**src/rtl/tag_anc_pkg.sv**
```systemverilog
// rtl/tag_anc_pkg.sv - shared tag encodings, LFSR constants and helpers
package tag_anc_pkg;

  typedef enum logic [1:0] {
    ST_IDLE     = 2'b00,
    ST_PREAMBLE = 2'b01,
    ST_SYNC     = 2'b10,
    ST_LOC_TX   = 2'b11
  } tx_state_t;

  // Fibonacci LFSR x^16+x^14+x^13+x^11+1, shifting right: taps land on bits 0,2,3,5
  localparam logic [15:0] LFSR_SEED = 16'hACE1;
  localparam logic [15:0] LFSR_TAPS = 16'h002D;

  localparam int AMP_DEFAULT = 16384;

  function automatic int max3(input int a, input int b, input int c);
    int m;
    m = (a > b) ? a : b;
    return (m > c) ? m : c;
  endfunction

endpackage

```
**src/rtl/tag_tx_ctrl_if.sv**
```systemverilog
// rtl/tag_tx_ctrl_if.sv - I/Q sample and DDS phase stream bundle
interface tag_tx_ctrl_if #(
  parameter int DATA_WIDTH  = 16,
  parameter int PHASE_WIDTH = 24
) ();
  logic [DATA_WIDTH-1:0]  out_itdata;
  logic [DATA_WIDTH-1:0]  out_qtdata;
  logic                   out_tvalid;
  logic                   out_tready;
  logic [PHASE_WIDTH-1:0] ph_tdata;

  modport master (
    output out_itdata, out_qtdata, out_tvalid, ph_tdata,
    input  out_tready
  );

  modport slave (
    input  out_itdata, out_qtdata, out_tvalid, ph_tdata,
    output out_tready
  );
endinterface

```
**src/rtl/tag_tx_lfsr.sv**
```systemverilog
// rtl/tag_tx_lfsr.sv - preamble PN generator with seed reload
module tag_tx_lfsr
  import tag_anc_pkg::*;
(
  input  logic clk,
  input  logic reset,
  input  logic load,
  input  logic advance,
  output logic bit0
);

  logic [15:0] lfsr;

  // Seed reload has priority over advancing so period boundaries restart the sequence
  always_ff @(posedge clk or posedge reset) begin
    if (reset) begin
      lfsr <= LFSR_SEED;
    end else if (load) begin
      lfsr <= LFSR_SEED;
    end else if (advance) begin
      lfsr <= {^(lfsr & LFSR_TAPS), lfsr[15:1]};
    end
  end

  assign bit0 = lfsr[0];

endmodule

```
**src/rtl/tag_tx_ctrl.sv**
```systemverilog
// rtl/tag_tx_ctrl.sv - tag transmit sequencer (preamble, sync, tone frames); TAG_TX_GPIO_EN enables front-panel GPIO
module tag_tx_ctrl
  import tag_anc_pkg::*;
#(
  parameter int DATA_WIDTH    = 16,
  parameter int PHASE_WIDTH   = 24,
  parameter int PRMB_LEN      = 64,
  parameter int NPRMB_REP     = 64,
  parameter int NSYNCP        = 16384,
  parameter int NSYNCN        = 16384,
  parameter int NSYMB         = 64,
  parameter int NSIG          = 262144,
  parameter int NLOC_PER_SYNC = 7,
  parameter logic [PHASE_WIDTH-1:0] START_PH_INC = PHASE_WIDTH'(4194304),
  parameter logic [PHASE_WIDTH-1:0] DPH_INC      = PHASE_WIDTH'(-131072),
  parameter int AMP           = AMP_DEFAULT
) (
  input  logic        clk,
  input  logic        reset,
  input  logic        run_tx,
  tag_tx_ctrl_if.master tx,
  output logic        tone_en,
  output logic [1:0]  tx_state,
  output logic        frame_stb,
  output logic [11:0] fp_gpio_out,
  output logic [11:0] fp_gpio_ddr
);

  localparam int CNT_W = $clog2(max3(PRMB_LEN*NPRMB_REP, NSYNCP+NSYNCN, NSIG) + 1);
  localparam int PRD_W = $clog2(PRMB_LEN + 1);
  localparam int SYM_W = $clog2(NSYMB + 1);
  localparam int FRM_W = $clog2(NLOC_PER_SYNC + 1);
  localparam logic [DATA_WIDTH-1:0] AMP_P = DATA_WIDTH'(AMP);
  localparam logic [DATA_WIDTH-1:0] AMP_N = DATA_WIDTH'(-AMP);

  tx_state_t              state_q, state_d;
  logic [CNT_W-1:0]       cnt_q, cnt_d;
  logic [PRD_W-1:0]       prd_q, prd_d;
  logic [SYM_W-1:0]       sym_q, sym_d;
  logic [FRM_W-1:0]       frm_q, frm_d;
  logic [PHASE_WIDTH-1:0] acc_q, acc_d;
  logic [PHASE_WIDTH-1:0] inc_q, inc_d;
  logic                   beat;
  logic                   prd_end;
  logic                   lfsr_bit;

  assign beat    = tx.out_tvalid & tx.out_tready;
  assign prd_end = (prd_q == PRD_W'(PRMB_LEN - 1));

  tag_tx_lfsr u_lfsr (
    .clk     (clk),
    .reset   (reset),
    .load    (!run_tx || (beat && state_q == ST_PREAMBLE && prd_end)),
    .advance (beat && state_q == ST_PREAMBLE),
    .bit0    (lfsr_bit)
  );

  // State and sequencing counters; run_tx low returns everything to reset values
  always_ff @(posedge clk or posedge reset) begin
    if (reset) begin
      state_q <= ST_IDLE;
      cnt_q   <= '0;
      prd_q   <= '0;
      sym_q   <= '0;
      frm_q   <= '0;
      acc_q   <= '0;
      inc_q   <= START_PH_INC;
    end else begin
      state_q <= state_d;
      cnt_q   <= cnt_d;
      prd_q   <= prd_d;
      sym_q   <= sym_d;
      frm_q   <= frm_d;
      acc_q   <= acc_d;
      inc_q   <= inc_d;
    end
  end

  // Next-state logic: everything past IDLE moves only on an accepted beat
  always_comb begin
    state_d = state_q;
    cnt_d   = cnt_q;
    prd_d   = prd_q;
    sym_d   = sym_q;
    frm_d   = frm_q;
    acc_d   = acc_q;
    inc_d   = inc_q;
    if (!run_tx) begin
      state_d = ST_IDLE;
      cnt_d   = '0;
      prd_d   = '0;
      sym_d   = '0;
      frm_d   = '0;
      acc_d   = '0;
      inc_d   = START_PH_INC;
    end else begin
      case (state_q)
        ST_IDLE: state_d = ST_PREAMBLE;
        ST_PREAMBLE: if (beat) begin
          prd_d = prd_end ? '0 : prd_q + 1'b1;
          if (cnt_q == CNT_W'(PRMB_LEN*NPRMB_REP - 1)) begin
            cnt_d   = '0;
            state_d = ST_SYNC;
          end else begin
            cnt_d = cnt_q + 1'b1;
          end
        end
        ST_SYNC: if (beat) begin
          if (cnt_q == CNT_W'(NSYNCP + NSYNCN - 1)) begin
            cnt_d   = '0;
            state_d = ST_LOC_TX;
            acc_d   = '0;
            inc_d   = START_PH_INC;
            sym_d   = '0;
            frm_d   = '0;
          end else begin
            cnt_d = cnt_q + 1'b1;
          end
        end
        ST_LOC_TX: if (beat) begin
          acc_d = acc_q + inc_q;
          if (cnt_q == CNT_W'(NSIG - 1)) begin
            cnt_d = '0;
            if (sym_q == SYM_W'(NSYMB - 1)) begin
              sym_d = '0;
              inc_d = START_PH_INC;
              if (frm_q == FRM_W'(NLOC_PER_SYNC - 1)) begin
                frm_d   = '0;
                state_d = ST_PREAMBLE;
              end else begin
                frm_d = frm_q + 1'b1;
              end
            end else begin
              sym_d = sym_q + 1'b1;
              inc_d = inc_q + DPH_INC;
            end
          end else begin
            cnt_d = cnt_q + 1'b1;
          end
        end
        default: state_d = ST_IDLE;
      endcase
    end
  end

  // Outputs decode registered state only, so they hold while the sink stalls
  always_comb begin
    tx.out_itdata = '0;
    case (state_q)
      ST_PREAMBLE: tx.out_itdata = lfsr_bit ? AMP_P : AMP_N;
      ST_SYNC:     tx.out_itdata = (cnt_q < CNT_W'(NSYNCP)) ? AMP_P : AMP_N;
      default:     tx.out_itdata = '0;
    endcase
  end

  assign tx.out_qtdata = '0;
  assign tx.out_tvalid = (state_q != ST_IDLE);
  assign tone_en       = (state_q == ST_LOC_TX);
  assign tx.ph_tdata   = tone_en ? acc_q : '0;
  assign tx_state      = state_q;
  assign frame_stb     = beat && (state_q == ST_PREAMBLE) && (cnt_q == '0);

`ifdef TAG_TX_GPIO_EN
  logic [11:0] gpio_q;

  // Front-panel markers for scope triggering: bit0 during sync, bit4 during tones
  always_ff @(posedge clk or posedge reset) begin
    if (reset) begin
      gpio_q <= '0;
    end else begin
      gpio_q <= {7'b0, tone_en, 3'b0, (state_q == ST_SYNC)};
    end
  end

  assign fp_gpio_out = gpio_q;
  assign fp_gpio_ddr = 12'h011;
`else
  assign fp_gpio_out = '0;
  assign fp_gpio_ddr = '0;
`endif

endmodule

```
**src/flat_wrapper.sv**
```systemverilog
// flat-port wrapper written by rule: the top's interface ports become plain ports
module tag_tx_ctrl_flat import tag_anc_pkg::*;
#(
  parameter int DATA_WIDTH    = 16,
  parameter int PHASE_WIDTH   = 24,
  parameter int PRMB_LEN      = 64,
  parameter int NPRMB_REP     = 64,
  parameter int NSYNCP        = 16384,
  parameter int NSYNCN        = 16384,
  parameter int NSYMB         = 64,
  parameter int NSIG          = 262144,
  parameter int NLOC_PER_SYNC = 7,
  parameter logic [PHASE_WIDTH-1:0] START_PH_INC = PHASE_WIDTH'(4194304),
  parameter logic [PHASE_WIDTH-1:0] DPH_INC      = PHASE_WIDTH'(-131072),
  parameter int AMP           = AMP_DEFAULT
)
  (clk, reset, run_tx, tone_en, tx_state, frame_stb, fp_gpio_out, fp_gpio_ddr, tx_out_itdata, tx_out_qtdata, tx_out_tvalid, tx_ph_tdata, tx_out_tready);
  tag_tx_ctrl_if #(.DATA_WIDTH(DATA_WIDTH), .PHASE_WIDTH(PHASE_WIDTH)) tx_i ();
  input  logic clk;
  input  logic reset;
  input  logic run_tx;
  output logic tone_en;
  output logic [1:0] tx_state;
  output logic frame_stb;
  output logic [11:0] fp_gpio_out;
  output logic [11:0] fp_gpio_ddr;
  output wire logic [$bits(tx_i.out_itdata)-1:0] tx_out_itdata;
  output wire logic [$bits(tx_i.out_qtdata)-1:0] tx_out_qtdata;
  output wire logic [$bits(tx_i.out_tvalid)-1:0] tx_out_tvalid;
  output wire logic [$bits(tx_i.ph_tdata)-1:0] tx_ph_tdata;
  input wire logic [$bits(tx_i.out_tready)-1:0] tx_out_tready;
  assign tx_out_itdata = tx_i.out_itdata;
  assign tx_out_qtdata = tx_i.out_qtdata;
  assign tx_out_tvalid = tx_i.out_tvalid;
  assign tx_ph_tdata = tx_i.ph_tdata;
  assign tx_i.out_tready = tx_out_tready;
  tag_tx_ctrl #(.DATA_WIDTH(DATA_WIDTH), .PHASE_WIDTH(PHASE_WIDTH), .PRMB_LEN(PRMB_LEN), .NPRMB_REP(NPRMB_REP), .NSYNCP(NSYNCP), .NSYNCN(NSYNCN), .NSYMB(NSYMB), .NSIG(NSIG), .NLOC_PER_SYNC(NLOC_PER_SYNC), .START_PH_INC(START_PH_INC), .DPH_INC(DPH_INC), .AMP(AMP)) u_core (.clk(clk), .reset(reset), .run_tx(run_tx), .tx(tx_i), .tone_en(tone_en), .tx_state(tx_state), .frame_stb(frame_stb), .fp_gpio_out(fp_gpio_out), .fp_gpio_ddr(fp_gpio_ddr));
endmodule
```
**config.mk**
```make
export PLATFORM = sky130hd
export DESIGN_NAME = tag_tx_ctrl_flat
export DESIGN_NICKNAME = d
export VERILOG_FILES = /design/src/rtl/tag_anc_pkg.sv /design/src/rtl/tag_tx_ctrl_if.sv /design/src/rtl/tag_tx_lfsr.sv /design/src/rtl/tag_tx_ctrl.sv /design/src/flat_wrapper.sv
export SDC_FILE = /design/constraint.sdc
export NUM_CORES = 1
export LEC_CHECK = 0
export ABC_AREA = 1
export CAP_MARGIN = 20
export CORE_MARGIN = 2
export CORE_UTILIZATION = 38
export CTS_CLUSTER_DIAMETER = 50
export CTS_CLUSTER_SIZE = 10
export DETAILED_ROUTE_END_ITERATION = 6
export PLACE_DENSITY_LB_ADDON = 0.08
export SLEW_MARGIN = 25
export SYNTH_ARGS = -nofsm -noshare
export SYNTH_HDL_FRONTEND = slang
export SYNTH_HIERARCHICAL = 1
export SYNTH_SLANG_ARGS = --single-unit
```
**constraint.sdc**
```tcl
create_clock -name clk -period 1.9 [get_ports clk]
set_input_delay 0.19 -clock clk [delete_from_list [all_inputs] [get_ports clk]]
set_output_delay 0.19 -clock clk [all_outputs]
set_load 0.02 [all_outputs]
```
==> impl_metrics.py, run 1 <==
metrics = {
    "run_status": {
        "status": "complete, but fails checks",
        "violations": "negative setup slack",
    },
    "clock_tree": {
        "clock_path_buffers": 2,
        "hold_buffers": 0,
        "cts_sinks": 85,
        "cts_tree": "done",
        "clkLatencyLatePin_ns": 0.34,
        "cts-root-buf": "clkbuf_16",
        "path_clk_slew_ns": 0.06,
        "htree_levels": 3,
        "cts_inserted_buffers": 9,
    },
    "global_routing": {
        "grt_pass1_vias": 4395,
        "grt_start_max_net_pins": 70,
        "grt_use_met3": 0.0242,
        "grt.overflow.total": 0,
        "use_met2": 0.288,
        "antenna_found_initial": 0,
        "busiest_layer": "met2",
        "grt.total_usage": 0.176,
        "grt_pass1_wl_um": 20800,
        "met1_usage": 0.234,
    },
    "sta": {
        "setup_viol": 32,
        "fin_hold_ws_ns": 0.301,
        "slew_headroom": 0.601,
        "tightest_slew_ns": 0.597,
        "fin_skew_ns": 0.00398,
        "period_minus_slack_ns": 1.99,
        "max_freq_ghz": 0.503,
        "slew_violations": 0,
        "hold_violations": 0,
        "fin_crit_sh": 1.05,
        "rsz0062_at_grt": "yes",
        "fin_ws_ns": -0.0898,
    },
    "job": {
        "maxCapViolCount": 0,
    },
    "synthesis": {
        "netlist_area_um2": 5360,
        "synth.area.top_cells": "dfrtp_1 35%, nand2_1 13%, inv_1 8.5%",
        "ys_types": 43,
        "avgSynthCellArea_um2": 7.43,
        "synth-main-ff-cell": "dfrtp_1",
        "yosys_warnings": 6,
        "ys_async_sr_fraction": 1.00,
        "seq_area_frac_synth": 0.399,
        "synth_most_common_cell": "nand2_1",
        "synth_cells": 722,
        "synth_common_cells": "192 x nand2_1, 121 x inv_1, 76 x dfrtp_1",
        "synth_top_area_cell": "dfrtp_1",
        "yosysTopAreaCellShare": 0.355,
        "synth_edf_count": 0,
        "ys_seq_elements": 85,
    },
    "finish": {
        "ff_latch_area_um2": 2140,
        "final_cells": 1036,
        "area_growth_pct": 34.6,
        "drive_above_1_share": 0.296,
        "fillers": 1318,
        "multi_input_area_um2": 2860,
        "final_nets": 870,
        "antenna_cells": 0,
        "fin_util": 0.522,
    },
    "placed_design": {
        "dpl.cell_count": 992,
        "pre_cts_slack_ns": -0.157,
        "gp_congestion": 0.869,
        "dpl.hpwl_um": 9240,
        "io_buffers": 34,
    },
    "route": {
        "drc_errors": 0,
        "antenna_left": 0,
        "vias": 4856,
        "wl_per_cell_um": 13.2,
        "vias_per_cell": 4.69,
        "first_pass_iters": 4,
        "drt_iter0_drc": 269,
        "wirelength_um": 13700,
    },
    "power": {
        "p_leak_nw": 3.89,
        "p_clk_frac": 0.250,
        "powerDensity_nw_per_um2": 1010,
        "p_seq_frac": 0.301,
        "p_switching_mw": 2.68,
        "pwr-share-comb": 0.448,
        "p_int_mw": 4.61,
        "p_sw_frac": 0.367,
        "ir_worst_vdd_mv": 0.421,
    },
    "floorplanning": {
        "core_um2": 13800,
        "die_y_um": 123,
        "ios": 89,
        "die-width_um": 123,
        "rows": 43,
        "initial_core_util": 0.388,
        "die-area_um2": 15100,
    },
    "worst_setup_path": {
        "critPathKind": "register to register",
        "critPathArrivalTime_ns": 2.28,
        "cp_max_fo": 7,
        "setup.worst_path.end_class": "register",
        "crit_path_start_kind": "register",
        "worst_ep_required_time_ns": 2.19,
    },
    "worst_hold_path": {
        "hold_path_class": "primary input to asynchronous set/reset pin",
    },
}
-- final timing paths --
path	start	end	slack, ns	cells past startpoint
worst max register to register	u_core/cnt_q[1]	u_core/inc_q[19]	-0.09	12
max in group asynchronous	reset	u_core/u_lfsr/lfsr[3]	1.21	2
min in group clk	u_core/u_lfsr/lfsr[6]	u_core/u_lfsr/lfsr[5]	0.49	2
worst max-delay path	u_core/cnt_q[1]	u_core/inc_q[19]	-0.09	12
worst min register to register	u_core/u_lfsr/lfsr[6]	u_core/u_lfsr/lfsr[5]	0.49	2
worst min-delay path	reset	u_core/u_lfsr/lfsr[8]	0.30	2
-- area by class of cell --
type,count,area share
inverters,125,0.0666
multi-input cells,496,0.396
clock inverters,6,0.00971
flip-flops and latches,85,0.297
well taps,180,0.0312
repair buffers,134,0.167
clock buffers,10,0.0331
-- cell families (layout without fill, tap and decap cells) --
group / Yosys count / after routing / share of synthesized area
compound gates: 60 / 60 / 0.0693
xor+xnor: 17 / 17 / 0.0278
fa+ha+maj: 15 / 15 / 0.0350
buf+inv: 194 / 275 / 0.177
flops: 85 / 85 / 0.399
other cells: 1 / 54 / 0.000699
simple gates: 350 / 350 / 0.291
-- what timing repair did --
| action | CTS | global route |
|---|---|---|
| cloned | 0 | 7 |
| buffers inserted | 1 | 21 |
| pin swaps | 2 | 26 |
| hold endpoints to repair | 0 | 0 |
| resized for setup | 52 | 155 |
| endpoints found under the setup margin | 54 | 91 |
-- state kept, by name (all words and copies together), names as in the netlist --
signal,count
u_core/u_lfsr/lfsr,16
u_core/tx_state,2
u_core/prd_q,7
u_core/sym_q,7
u_core/cnt_q,19
u_core/frm_q,3
u_core/acc_q,24
u_core/inc_q,7
-- per-stage QoR --
stage	TNS [ns]	cell area, um2	power (mW)
after floorplan	-1.34	5580	3.70
after global placement	-0.263	6300	4.66
after detailed placement	-0.296	6300	4.69
after CTS	-0.0361	6630	6.56
after global routing	-6.33	7220	7.74
final	-2.00	7220	7.29
-- critical path: stages (launching register included) --
cell,delay (ns)
dfrtp_1,0.41
ha_4,0.17
nand3_4,0.10
nor2_4,0.16
nand3_4,0.10
o21bai_4,0.20
buf_6,0.13
nand3_4,0.07
buf_6,0.13
nor2_4,0.16
clkbuf_16,0.19
nand2_1,0.05
nand2_1,0.05
-- layer usage --
layer,vias to the layer above,part of all wire
li1,2423,-
met1,2312,0.45
met2,101,0.49
met3,20,0.036
met4,0,0.022
met5,-,0
-- power groups by stage --
| stage | sequential (mW) | clock (mW) | combinational [mW] |
|---|---|---|---|
| global placement | 2.20 | 0 | 2.45 |
| finish | 2.20 | 1.83 | 3.27 |
| detailed placement | 2.21 | 0 | 2.48 |
| global route | 2.23 | 1.96 | 3.54 |
| floorplan | 2.20 | 0 | 1.49 |
| CTS | 2.18 | 1.88 | 2.50 |
-- placed cells by master (no fill, tap or decap), types with 9 or more instances in the layout --
master / netlist / routed
a21oi_1: 20 / 15
buf_4: 55 / 81
buf_6: 1 / 9
clkbuf_16: 0 / 15
clkbuf_2: 0 / 19
conb_1: 1 / 54
dfrtp_1: 76 / 75
dfstp_2: 9 / 9
ha_1: 15 / 9
inv_1: 121 / 113
nand2_1: 192 / 166
nand2_2: 1 / 17
nand2_4: 0 / 10
nand3_1: 33 / 28
nand4_1: 24 / 24
nor2_1: 60 / 37
nor2_2: 1 / 20
nor3_1: 15 / 11
o21ai_0: 10 / 9
o22ai_1: 9 / 9
xor2_1: 13 / 13
Note: power is estimated with default switching activity, not from simulation.
==> run 2: changes to the inputs <==
Settings changed: CAP_MARGIN 20 to 30.
==> results of run 2 <==
The final DEF is identical to that of run 1; final timing and power are the same.
==> run 3: changes to the inputs <==
Settings changed: SYNTH_HIERARCHICAL 1 to not set.
Clock period 1.9 ns to 2.54 ns, I/O delays scaled along.
==> impl_metrics.py, run 3 <==
metrics = {
    "sta": {
        "max_freq_ghz": 0.432,
        "period_minus_slack_ns": 2.32,
        "setup_viol": 0,
        "hold_violations": 0,
        "fin_skew_ns": 0.00530,
        "slew_headroom": 0.608,
        "fin_ws_ns": 0.225,
        "tightest_slew_ns": 0.587,
        "fin_crit_sh": 0.911,
        "slew_violations": 0,
        "rsz0062_at_grt": "no",
        "tns_ns": 0,
    },
    "finish": {
        "antenna_cells": 0,
        "top_register": "u_core.acc_q",
        "drive_above_1_share": 0.0732,
        "top_regs": "u_core.acc_q (24), u_core.cnt_q (19), u_core.u_lfsr.lfsr (16)",
        "final_common_cell": "nand2_1",
        "most-common-layout-cells": "146 x nand2_1, 104 x inv_1, 76 x dfrtp_1",
        "largest_register_ffs": 24,
        "area_growth_pct": 12.5,
        "final_nets": 738,
    },
    "power": {
        "p_leak_nw": 3.04,
        "ir_worst_vdd_mv": 0.319,
        "powerDensity_nw_per_um2": 682,
    },
    "clock_tree": {
        "hold_buffers": 0,
        "cts_inserted_buffers": 9,
        "cts_tree": "done",
        "clkLatencyLatePin_ns": 0.34,
        "htree_levels": 3,
        "cts-root-buf": "clkbuf_16",
        "cts_sinks": 85,
        "path_clk_slew_ns": 0.06,
        "clock_path_buffers": 2,
        "cts_setup_buffers": 0,
        "cts_resized": 2,
    },
    "run_status": {
        "status": "complete, no violations",
    },
    "placed_design": {
        "dpl.hpwl_um": 7760,
        "pre_cts_slack_ns": 0.159,
        "gp_congestion": 0.816,
        "io_buffers": 34,
    },
    "synthesis": {
        "ys_types": 42,
        "synth.area.top_cells": "dfrtp_1 36%, nand2_1 10%, buf_4 7.8%",
        "seq_area_frac_synth": 0.409,
        "avgSynthCellArea_um2": 7.69,
        "netlist_area_um2": 5230,
        "yosys_warnings": 0,
        "synth_cells": 680,
        "synth-main-ff-cell": "dfrtp_1",
        "yosysTopAreaCellShare": 0.364,
        "synth_top_area_cell": "dfrtp_1",
        "synth_common_cells": "146 x nand2_1, 105 x inv_1, 76 x dfrtp_1",
        "ys_seq_elements": 85,
        "ys_async_sr_fraction": 1.00,
        "synth_edf_count": 0,
        "synth_most_common_cell": "nand2_1",
    },
    "worst_setup_path": {
        "critPathKind": "register to primary output",
        "critPathArrivalTime_ns": 2.06,
        "cp_max_fo": 5,
        "timing.critical_path.buf_inv": 3,
        "setup.worst_path.end_class": "primary output",
        "path_cells": "inv_1 > ha_1 > inv_1 > nand2_1 > nor2_1 > nand4_1 > nor3b_1 > dlygate4sd2_1",
        "worst_ep_required_time_ns": 2.29,
        "crit_family": "simple AND/OR/NAND/NOR gates",
        "critical-path-max-stage-delay_ns": 0.41,
        "crit_top_cell": "inv_1",
        "crit_path_start_kind": "register",
        "crit_slowest_cell": "dfrtp_1",
    },
    "floorplanning": {
        "initial_core_util": 0.392,
        "ios": 89,
        "core_um2": 13300,
        "rows": 42,
        "die-area_um2": 14700,
        "die_y_um": 121,
        "die-width_um": 121,
    },
    "route": {
        "drc_errors": 0,
        "wl_per_cell_um": 12.0,
        "wirelength_um": 10800,
        "vias_per_cell": 4.53,
        "drt_iter0_drc": 160,
        "vias": 4076,
        "first_pass_iters": 4,
        "antenna_left": 0,
    },
    "job": {
        "maxCapViolCount": 0,
    },
    "global_routing": {
        "grt_pass1_vias": 3764,
        "antenna_found_initial": 0,
        "grt_start_max_net_pins": 39,
        "grt.overflow.total": 0,
        "grt.total_usage": 0.153,
        "grt_pass1_wl_um": 17900,
    },
    "worst_hold_path": {
        "hold_path_class": "primary input to asynchronous set/reset pin",
    },
}
## run 3: changes by cell type after synthesis, sizes merged, moves of 4 or more
cell / previous run / this run
nand3: 37 / 50
xnor2: 4 / 9
a21oi: 20 / 10
o21ai: 14 / 43
inv: 124 / 106
nand2: 193 / 151
a22oi: 7 / 2
xor2: 13 / 18
nor2: 66 / 70
nand4: 25 / 9
## run 3: routing by layer
layer	track usage	vias up	routed length (um)
met4	0.0496	0	146
met5	0	-	0
met3	0.0371	11	399
met2	0.252	69	5080
li1	-	2103	-
met1	0.197	1893	5160
## run 3: path summary, 6_finish.rpt
check / start / to / slack (ns) / cells past startpoint
worst max register to register: u_core.tx_state[0] / u_core.prd_q[5] / 0.33 / 10
worst min register to register: u_core.acc_q[15] / u_core.acc_q[15] / 0.49 / 2
worst max-delay path: u_core.tx_state[0] / frame_stb / 0.22 / 8
worst min-delay path: reset / u_core.acc_q[3] / 0.24 / 2
max in group asynchronous: reset / u_core.u_lfsr.lfsr[11] / 1.70 / 3
min in group clk: u_core.acc_q[15] / u_core.acc_q[15] / 0.49 / 2
## run 3: final cells by class
class                      count  area, um2
sequential                    85       2140
clock buffer                  11        243
timing repair buffer          44        425
fill                        1352       7470
multi-input combinational    470       2380
inverter                     109        410
tap                          176        220
clock inverter                 5       60.1
## run 3: cells by family (layout without fill, tap and decap cells)
logic type / count (synthesis) / in the layout / share of synthesized area
flops: 85 / 85 / 0.409
buf+inv: 178 / 169 / 0.173
xor+xnor: 27 / 27 / 0.0452
compound gates: 73 / 73 / 0.0770
mux: 1 / 1 / 0.00191
other cells: 1 / 54 / 0.000717
fa+ha+maj: 15 / 15 / 0.0359
simple gates: 300 / 300 / 0.257
## run 3: through the flow
stage | instance area [um2] | hold slack [ns] | util | cells | power (mW)
6_report | 5880 | 0.238 | 0.441 | 900 | 4.01
5_1_grt | 5880 | 0.266 | 0.441 | 900 | 4.26
4_1_cts | 5880 | 0.250 | 0.441 | 900 | 4.07
3_5_place_dp | 5580 | 0.485 | 0.418 | 884 | 2.71
3_3_place_gp | 5580 | 0.475 | 0.418 | 884 | 2.71
2_1_floorplan | 5430 | 0.466 | - | 733 | 2.49
## run 3: power breakdown
| part | total, mW | switching (mW) | leakage [nW] | internal [mW] |
|---|---|---|---|---|
| Combinational | 1.13 | 0.774 | 1.75 | 0.352 |
| Clock | 1.34 | 0.547 | 0.146 | 0.791 |
| Sequential | 1.55 | 0.0886 | 1.15 | 1.46 |
| Total | 4.01 | 1.41 | 3.04 | 2.60 |
